`src/rtl/seg_scan_ctrl.sv`:
```
// Time-multiplexed 8-digit seven-segment scan controller with frame-aligned display loading.
// Optional macro SEG_SCAN_PWM_EN adds a bright[3:0] input that trims each digit's on-time.
module seg_scan_ctrl #(
  parameter int CLK_DIV     = 50000,
  parameter int BLANK_CYC   = 16,
  parameter bit DIG_ACT_LOW = 1'b1,
  parameter bit SEG_ACT_LOW = 1'b1
) (
  input  logic        clk,
  input  logic        rst,
  input  logic        load_valid,
  output logic        load_ready,
  input  logic [31:0] load_data,
  input  logic [7:0]  load_dp,
  input  logic        load_lzb,
  output logic [7:0]  dig,
  output logic [7:0]  seg,
  output logic        frame_done
`ifdef SEG_SCAN_PWM_EN
  ,
  input  logic [3:0]  bright
`endif
);

  localparam int CW = $clog2(CLK_DIV);
  localparam logic [CW-1:0] BLANK_FIRST = CW'(BLANK_CYC);
  localparam logic [CW-1:0] BLANK_LAST  = CW'(BLANK_CYC - 1);
  localparam logic [CW-1:0] SLOT_LAST   = CW'(CLK_DIV - 1);
  localparam logic [7:0]    DIG_OFF     = DIG_ACT_LOW ? 8'hFF : 8'h00;
  localparam logic [7:0]    SEG_OFF     = SEG_ACT_LOW ? 8'hFF : 8'h00;

  typedef enum logic {GUARD, ON} state_t;

  state_t        state, state_n;
  logic [CW-1:0] cnt, cnt_n;
  logic [2:0]    idx, idx_n;
  logic          boundary;
  logic          transfer;
  logic          pwm_active;

  logic [31:0] pend_data, disp_data;
  logic [7:0]  pend_dp, disp_dp;
  logic        pend_lzb, disp_lzb;
  logic        pend;

  logic [7:0] zmask;
  logic [3:0] nib;
  logic       blank;
  logic [7:0] dig_on, seg_on, dig_d, seg_d;

  function automatic logic [6:0] hex7(input logic [3:0] n);
    case (n)
      4'h0:    hex7 = 7'h3F;
      4'h1:    hex7 = 7'h06;
      4'h2:    hex7 = 7'h5B;
      4'h3:    hex7 = 7'h4F;
      4'h4:    hex7 = 7'h66;
      4'h5:    hex7 = 7'h6D;
      4'h6:    hex7 = 7'h7D;
      4'h7:    hex7 = 7'h07;
      4'h8:    hex7 = 7'h7F;
      4'h9:    hex7 = 7'h6F;
      4'hA:    hex7 = 7'h77;
      4'hB:    hex7 = 7'h7C;
      4'hC:    hex7 = 7'h39;
      4'hD:    hex7 = 7'h5E;
      4'hE:    hex7 = 7'h79;
      default: hex7 = 7'h71;
    endcase
  endfunction

  assign transfer = load_valid && load_ready;

  // zmask[i] is set when nibbles i..7 of the shown word are all zero
  always_comb begin
    zmask = '0;
    for (int i = 0; i < 8; i++) begin
      zmask[i] = ((disp_data >> (4 * i)) == 32'd0);
    end
  end

`ifdef SEG_SCAN_PWM_EN
  logic [CW-1:0] on_len, on_len_n;

  always_ff @(posedge clk) begin
    if (rst) on_len <= '0;
    else     on_len <= on_len_n;
  end
`endif

  // Outputs are registered from the next state so they line up with the slot counter
  always_comb begin
    state_n  = state;
    cnt_n    = cnt + 1'b1;
    idx_n    = idx;
    boundary = 1'b0;
    unique case (state)
      GUARD: begin
        if (cnt == BLANK_LAST) state_n = ON;
      end
      ON: begin
        if (cnt == SLOT_LAST) begin
          state_n  = GUARD;
          cnt_n    = '0;
          idx_n    = idx + 1'b1;
          boundary = (idx == 3'd7);
        end
      end
      default: state_n = GUARD;
    endcase

`ifdef SEG_SCAN_PWM_EN
    on_len_n = on_len;
    if (state == GUARD && state_n == ON)
      on_len_n = CW'(((CLK_DIV - BLANK_CYC) * (int'(bright) + 1)) >> 4);
    pwm_active = ((cnt_n - BLANK_FIRST) < on_len_n);
`else
    pwm_active = 1'b1;
`endif

    nib    = disp_data[{idx_n, 2'b00} +: 4];
    blank  = disp_lzb && (idx_n != 3'd0) && zmask[idx_n];
    dig_on = '0;
    seg_on = '0;
    if (state_n == ON && pwm_active) begin
      dig_on[idx_n] = 1'b1;
      seg_on = {disp_dp[idx_n], blank ? 7'h00 : hex7(nib)};
    end
    dig_d = DIG_ACT_LOW ? ~dig_on : dig_on;
    seg_d = SEG_ACT_LOW ? ~seg_on : seg_on;
  end

  // A pending word moves to the display only at the digit-7 to digit-0 boundary
  always_ff @(posedge clk) begin
    if (rst) begin
      state      <= GUARD;
      cnt        <= '0;
      idx        <= '0;
      dig        <= DIG_OFF;
      seg        <= SEG_OFF;
      frame_done <= 1'b0;
      load_ready <= 1'b1;
      pend       <= 1'b0;
      pend_data  <= '0;
      pend_dp    <= '0;
      pend_lzb   <= 1'b0;
      disp_data  <= '0;
      disp_dp    <= '0;
      disp_lzb   <= 1'b0;
    end else begin
      state      <= state_n;
      cnt        <= cnt_n;
      idx        <= idx_n;
      dig        <= dig_d;
      seg        <= seg_d;
      frame_done <= boundary;
      load_ready <= transfer ? 1'b0 : !pend;
      if (transfer) begin
        pend_data <= load_data;
        pend_dp   <= load_dp;
        pend_lzb  <= load_lzb;
        pend      <= 1'b1;
      end else if (boundary && pend) begin
        disp_data <= pend_data;
        disp_dp   <= pend_dp;
        disp_lzb  <= pend_lzb;
        pend      <= 1'b0;
      end
    end
  end

endmodule

```
`config.mk`:
```
export PLATFORM = sky130hd
export DESIGN_NAME = seg_scan_ctrl
export DESIGN_NICKNAME = d
export VERILOG_FILES = /design/src/rtl/seg_scan_ctrl.sv
export SDC_FILE = /design/constraint.sdc
export NUM_CORES = 1
export LEC_CHECK = 0
export CORE_ASPECT_RATIO = 1.25
export CORE_MARGIN = 2
export CORE_UTILIZATION = 45
export CTS_CLUSTER_DIAMETER = 120
export DETAILED_ROUTE_END_ITERATION = 7
export GPL_ROUTABILITY_DRIVEN = 0
export PLACE_DENSITY_LB_ADDON = 0.05
export SLEW_MARGIN = 10
export SYNTH_ARGS = -nofsm -noshare
export SYNTH_HDL_FRONTEND = slang
export SYNTH_SLANG_ARGS = --single-unit
```
`constraint.sdc`:
```
create_clock -name clk -period 6.73 [get_ports clk]
set_input_delay 0.673 -clock clk [delete_from_list [all_inputs] [get_ports clk]]
set_output_delay 0.673 -clock clk [all_outputs]
set_load 0.05 [all_outputs]
```
After elaboration in Yosys (flattened, before gate mapping)
Memories as Yosys holds them, arrays and structs flattened.
Index checks and enable logic that the tools add are counted.
{ "totals": {"reg_bits": 121, "latchBits": 0, "ramBits": 0, "romBits": 112, "input_bits": 44, "out_inout_bits": 18, "word_cells": 65, "mem_count": 1} }
{ "mem_list": {"columns": ["name", "words", "width", "rd", "rd_clocked_by_memory_dff", "wr", "line", "source"], "rows": [
  ["(name not given)", 16, 7, 1, 0, 0, "52", "case (n)"]
]} }
{ "classes": {"add_sub_neg": 2, "mul": 0, "n_div": 0, "n_lt_le_gt_ge": 2, "eq_ne": 3, "shift": 1, "n_mux": 21, "bitwise": 4, "reduce_logical": 17} }
{ "op_table": {"columns": ["cell", "n"], "rows": [
  ["$logic_not A32 Y1", 8],
  ["$mux W16", 2],
  ["$shiftx A32 B6 Y4", 1],
  ["$add A16 B1 Y16 const B", 1],
  ["$eq A16 B16 Y1 const B", 1],
  ["$eq A16 B4 Y1 const B", 1],
  ["$mux W8", 2],
  ["$not A8 Y8", 2],
  ["$mux W1", 10],
  ["$mux W7", 1],
  ["$bmux W1 S3", 2],
  ["$mux W3", 2],
  ["$logic_and A1 B1 Y1", 5],
  ["$lt A3 B4 Y1 const B", 1],
  ["$add A3 B1 Y3 const B", 1],
  ["$demux W1 S3", 1],
  ["$eq A3 B3 Y1 const B", 1],
  ["$ge A3 B1 Y1 const B", 1],
  ["$reduce_bool A3 Y1", 1],
  ["$not A1 Y1", 2],
  ["$pmux W1 S2", 1],
  ["$reduce_and A2 Y1", 1],
  ["$reduce_bool A2 Y1", 1],
  ["$logic_not A1 Y1", 1]
]} }

Longest topological paths before layout
Gate-level depths: netlist of run 1.
{ "logic_depth": {"word_depth": 9, "ltp_mapped": 14} }

Worst setup path after synthesis of run 1
OpenSTA, ideal clock, no wires.
{ "synth_path": {"path_kind": "flip-flop to flip-flop", "startpoint": "reg cnt[6]", "endpoint": "reg seg[3]", "setup_ns": 0.134, "t_arrival_ns": 2.761, "required_ns": 6.596, "path_slack_ns": 3.834, "stages_incl_launch_ff": 14, "synth_period_minus_slack_ns": 2.896, "cell_sequence": "dfxtp_1 > nand2_2 > or3_1 > buf_6 > nor2_4 > mux2i_1 > buf_2 > nand2_1 > o221ai_1 > inv_1 > ha_1 > mux2i_1 > mux2_4 > nand2_1"} }
{ "synth_between": {"elab_chain_len": 9, "elab_cells_between_ends": 17} }
{ "synth_rtl": {"columns": ["item", "line", "source"], "rows": [
  ["start: declaration", "35", "logic [CW-1:0] cnt, cnt_n;"],
  ["start signal: assignment", "152", "cnt <= cnt_n;"],
  ["branches (longest 7 deep; another with $mem_v2 Z16 W7)", null, null],
  ["$mux W8 *", "125", "if (state_n == ON && pwm_active) begin"],
  ["$not A8 Y8 *", "130", "seg_d = SEG_ACT_LOW ? ~seg_on : seg_on;"],
  ["end signal: assignment", "155", "seg <= seg_d;"],
  ["end: declaration", "17", "output logic [7:0] seg,"]
]} }
Mark *: on every way between the ends. The select of a mux whose other input is x is not followed.
A chain may end at the register's enable or synchronous reset.

Worst setup path after layout of run 1
Same ends and word-level chain as after synthesis.

==> results_dict.tcl, run 1 <==
set metrics [dict create \
    dpl_worst_slack_ns 2.757 \
    io_pins 62 \
    synth_cell_types 72 \
    worstReg2RegEnd "seg[3]" \
    final_hold_viol_count 0 \
    num_vias 4615 \
    crit_arrival_ns 4.31 \
    io_buffers 61 \
    ys.flop_type "dfxtp_1" \
    synth_top_cell_by_area "dfxtp_1" \
    track_usage_pct 20.32 \
    finalCritPeriodShare_pct 60.02 \
    cts_tree "done" \
    maxCapViolCount 0 \
    power_mw 1.619 \
    fmax_mhz 247.6 \
    synth_top_area_share_pct 44.38 \
    die_height_um 127.1 \
    drt-initial-drc-count 271 \
    layout-drive-gt1-share_pct 10.86 \
    routed_wl_um 12660 \
    clkPwrFrac_pct 49.6 \
    die_area_mm2 0.01303 \
    worstHoldEndpoint "disp_dp[6]" \
    fin_crit_ns 4.039 \
    holdCritPathClass "reg -> reg" \
    viasPerCell 5.286 \
    synth-edff-count 0 \
    grt_first_pass_wirelength_um 21060 \
    syn_to_final_growth_pct 20.70 \
    overflow 0 \
    start_util_pct 45.51 \
    ant_nets 0 \
    power_frac_seq_pct 46.0 \
    ys.warnings.count 0 \
    whs_path_depth 2 \
    fin_nets 751 \
    hold_path_startpoint "disp_dp[6]" \
    finClkSkew_ns 0.007182 \
    antenna_found_initial 0 \
    clockRootBuffer "clkbuf_16" \
    clkTransAtPathRegs_ns 0.05 \
    netlist_instances 660 \
    max_slew_margin_pct 33.43 \
    r2r_start "cnt[6]" \
    die_w_um 102.5 \
    synth_area_mm2 0.005458 \
    status "finished clean" \
    post_cts_buffers 0 \
    clkLatencyLatePin_ns 0.40 \
    fin_ws_ns 2.691 \
    internal_power_mw 1.271 \
    clock_sinks 121 \
    cp_data_required_time_ns 7.00 \
    syn-num-nets 713 \
    comb_power_share_pct 4.5 \
    ctsLongestPathBuffers 2 \
    path_class "reg -> reg" \
    grt_max_degree 90 \
    synthTopCellsByArea "dfxtp_1 44%, nand2_1 13%, a21oi_1 8.8%" \
    setup_viol 0 \
    htreeDepth 4 \
    postCtsHoldBufs 0 \
    wl_per_cell_um 14.50 \
    synth_seq_cells 121 \
    synthArstFlopShare_pct 0 \
    antenna_cells 0 \
    rows 45 \
    worstMarginPinSlew_ns 0.9707 \
    dp_hpwl_um 8933 \
    grt_pass1_vias 4481 \
    rrSetupSlack_ns 2.69 \
    numCtsBuffers 17 \
    syn_avg_cell_area_um2 8.269 \
    worstPathMaxFanout 15 \
    rsz0062_at_grt "false" \
    ys_seq_area_share_pct 44.38 \
    drcViolationCount 0 \
    leakagePower_nw 2.379 \
    powerDensity_mw_per_mm2 245.7 \
    ir_worst_vdd_mv 0.1375 \
    drv_slew 0 \
    core_region_area_mm2 0.01199 \
    cts_resized 0 \
    finalSetupTns_ns 0 \
    startpoint_type "register" \
    swShare_pct 21.46 \
    r2r_cells 11 \
    p_sw_uw 347.3 \
    drtPass1Iterations 4 \
    critPathCaptureType "register" \
]
cell usage after synthesis, types with 5 or more instances:
master,n
nand2_1,187
dfxtp_1,121
a21oi_1,96
nor2_1,35
clkbuf_1,33
nand3_1,16
mux2i_1,11
ha_1,9
nor3_1,9
nor4_1,9
xnor2_1,9
mux2_2,8
xor2_1,8
inv_1,7
and3_1,6
o21ai_0,6
buf_2,5
buf_6,5
nand4_1,5
registers in the layout, summed over array words and instances, names as in the netlist:
name,flops
pend_dp,8
pend_lzb,1
seg,8
load_ready,1
frame_done,1
pend,1
disp_dp,8
disp_lzb,1
dig,8
cnt,16
pend_data,32
state,1
idx,3
disp_data,32
per-stage QoR:
| stage | hold slack (ns) | util [%] | instance area (µm²) | cells |
|---|---|---|---|---|
| finish | 0.4506 | 54.93 | 6588 | 873 |
| global route | 0.4746 | 54.93 | 6588 | 873 |
| CTS | 0.4513 | 54.93 | 6588 | 873 |
| detailed placement | 0.4446 | 50.50 | 6056 | 843 |
| global placement | 0.4224 | 50.50 | 6056 | 843 |
| floorplan | 0.4132 | - | 5458 | 660 |
area by class of cell:
class                      count  area, µm²
clock buffer                  22      484.2
clock inverter                 8      47.55
fill                        1165       5405
inverter                       7      26.28
multi-input combinational    485       2759
sequential                   121       2422
tap                          164      205.2
timing repair buffer          66      643.1
power by group through the flow:
stage                     Combinational (mW)  Sequential, mW  Clock [mW]
after floorplan                       0.0377           0.758           0
after global placement                0.0722           0.758           0
after detailed placement              0.0732           0.759           0
after CTS                             0.0734           0.744       0.820
after global routing                  0.0820           0.746       0.848
final                                 0.0721           0.744       0.802
worst max-delay path by stage:
stage / from / to / slack [ns] / depth (start not counted)
3_5_place_dp: cnt[6] / seg[3] / 2.76 / 11
2_1_floorplan: cnt[6] / seg[3] / 3.83 / 13
4_1_cts: cnt[6] / seg[3] / 2.71 / 11
6_report: cnt[6] / seg[3] / 2.69 / 11
5_1_grt: cnt[6] / seg[3] / 2.31 / 11
3_3_place_gp: cnt[6] / seg[3] / 3.05 / 11
metal layers:
metal	track usage [%]	routed length (µm)	vias up
met3	4.869	492	24
li1	-	-	2325
met4	7.451	305	0
met2	33.99	6219	95
met5	0	0	-
met1	25.19	5641	2171
critical path, stage by stage (launching register included):
cell,delay [ns]
dfxtp_1,0.43
nand2_2,0.08
or3_1,0.57
nor2_4,0.42
mux2i_1,0.86
nand2_1,0.16
o221ai_1,0.49
inv_1,0.17
ha_1,0.32
mux2i_1,0.17
mux2_4,0.18
nand2_1,0.04
placed cells by master, fill, tap and decap left out, drive strengths merged, types with 6 or more instances in the layout:
master,count
mux2i,13
and3,8
xnor2,9
nand3,18
nor2,36
clkbuf,22
clkdlybuf4s50,60
a21oi,97
mux2,10
inv,7
nand2,190
o211ai,7
nor4,12
o21ai,8
buf,6
nor3,12
dfxtp,121
ha,9
xor2,8
kinds of logic (layout without fill, tap and decap cells):
group                    after synthesis  after routing  synth area share, %
buffers and inverters                 54            103                5.066
AO/OA/AOI/OAI                        134            134                14.86
AND/OR/NAND/NOR                      300            300                25.26
XOR/XNOR                              17             17                2.728
flip-flops                           121            121                44.38
adder cells (fa/ha/maj)                9              9                2.063
multiplexers                          25             25                5.640
No activity file was read; power rests on OpenSTA's default activity.
==> run 2: changes to the inputs <==
- clock period: 6.73 -> 3.4 ns (I/O delays scaled with it)
==> results_dict.tcl, run 2 (synthesis results as in run 1) <==
set metrics [dict create \
    worstPathMaxFanout 10 \
    cts_tree "done" \
    layout-drive-gt1-share_pct 11.94 \
    slowest_delay_ns 0.59 \
    htreeDepth 4 \
    final_cell_mix "187 x nand2_1, 121 x dfxtp_1, 96 x a21oi_1" \
    io_buffers 61 \
    startpoint_type "register" \
    finalCritPeriodShare_pct 93.15 \
    overflow 0 \
    syn_to_final_growth_pct 22.79 \
    worstMarginPinSlew_ns 0.9201 \
    cp_num_buf_inv 1 \
    leakagePower_nw 2.448 \
    grt_pass1_vias 4334 \
    cp_common_cell "mux2_2" \
    postCtsHoldBufs 0 \
    finClkSkew_ns 0.008493 \
    crit_family "simple AND/OR/NAND/NOR gates" \
    io_pins 62 \
    drcViolationCount 0 \
    numCtsBuffers 17 \
    powerDensity_mw_per_mm2 496.2 \
    ir_worst_vdd_mv 0.2804 \
    antenna_cells 0 \
    setup_viol 0 \
    fin_nets 761 \
    crit_chain "nand2_2 -> or3_1 -> nor2_4 -> mux2_2 -> a32oi_1 -> o221ai_2 -> inv_1 -> ha_1 -> nor2b_1 -> mux2_2 -> o31ai_2" \
    track_usage_pct 20.39 \
    grt_max_degree 89 \
    die_w_um 102.5 \
    dp_hpwl_um 8947 \
    layout_commonest_cell "nand2_1" \
    fin_cells 884 \
    rsz0062_at_grt "false" \
    dpl.cell_count 853 \
    drtPass1Iterations 4 \
    cp_slowest_cell "or3_1" \
    routed_wl_um 12680 \
    ctsLongestPathBuffers 2 \
    drt-initial-drc-count 209 \
    clock_sinks 121 \
    cp_data_required_time_ns 3.72 \
    viasPerCell 5.253 \
    largestRegisters "disp_data (32), pend_data (32), cnt (16)" \
    num_vias 4644 \
    wl_per_cell_um 14.34 \
    grt_first_pass_wirelength_um 20890 \
    die_area_mm2 0.01303 \
    clkLatencyLatePin_ns 0.41 \
    ant_nets 0 \
    crit_arrival_ns 3.49 \
    clkTransAtPathRegs_ns 0.05 \
    max_slew_margin_pct 38.66 \
    holdCritPathClass "in -> reg" \
    clockRootBuffer "clkbuf_16" \
    path_class "reg -> reg" \
    utilization_pct 55.88 \
    timing.hold.ws_ns 0.2836 \
    start_util_pct 45.51 \
    finalSetupTns_ns 0 \
    die_height_um 127.1 \
    fillers 1150 \
    status "finished clean" \
    final_hold_viol_count 0 \
    antenna_found_initial 0 \
    maxCapViolCount 0 \
    drv_slew 0 \
    rows 45 \
    core_region_area_mm2 0.01199 \
    critPathCaptureType "register" \
    fin_crit_ns 3.167 \
    fmax_mhz 315.7 \
]
[run 2: path summary, 6_finish.rpt]
check,startpoint,endpoint,slack (ns),depth (start not counted)
max,cnt[6],seg[0],0.23,11
min,rst,cnt[1],0.28,3
max reg2reg,cnt[6],seg[0],0.23,11
min reg2reg,cnt[0],cnt[0],0.44,1
[run 2: worst register-to-register path, stage by stage (launching register included)]
cell and delay, ns:
dfxtp_1 0.42, nand2_2 0.08, or3_1 0.59, nor2_4 0.26, mux2_2 0.41, a32oi_1 0.24, o221ai_2 0.21, inv_1 0.14
ha_1 0.23, nor2b_1 0.07, mux2_2 0.26, o31ai_2 0.16
[run 2: routing by layer]
metal  global-route usage [%]  vias up  wire length [µm]
met1                    26.03     2164              5867
met2                    32.83      106              6075
met3                    4.595       25               416
met4                    8.784        0               318
met5                        0        -                 0
li1                         -     2349                 -
[run 2: layout make-up]
cell class,count,area (µm²),share of cell area [%]
Clock inverter,8,96.34,1.438
Tap cell,164,205.2,3.062
Clock buffer,23,467.9,6.983
Sequential cell,121,2422,36.15
Inverter,7,26.28,0.3921
Multi-Input combinational cell,485,2765,41.26
Timing Repair Buffer,76,718.2,10.72
[run 2: what timing repair did]
action / 4_1_cts / 5_1_grt
setup endpoints to repair: 0 / 5
buffers inserted: 0 / 0
resized for setup: 0 / 1
[run 2: through the flow]
| stage | cell area (µm²) | worst slack (ns) | total power [mW] |
|---|---|---|---|
| 2_1_floorplan | 5458 | 0.5045 | 1.575 |
| 3_3_place_gp | 6131 | 0.2348 | 1.643 |
| 3_5_place_dp | 6131 | 0.1123 | 1.646 |
| 4_1_cts | 6695 | 0.08989 | 3.361 |
| 5_1_grt | 6701 | 0.01487 | 3.448 |
| 6_report | 6701 | 0.2327 | 3.325 |
[run 2: power breakdown]
group	internal, mW	leakage [nW]	switching, mW
combinational	0.0704	1.19	0.0712
sequential	1.45	0.983	0.0184
clock	1.11	0.277	0.603
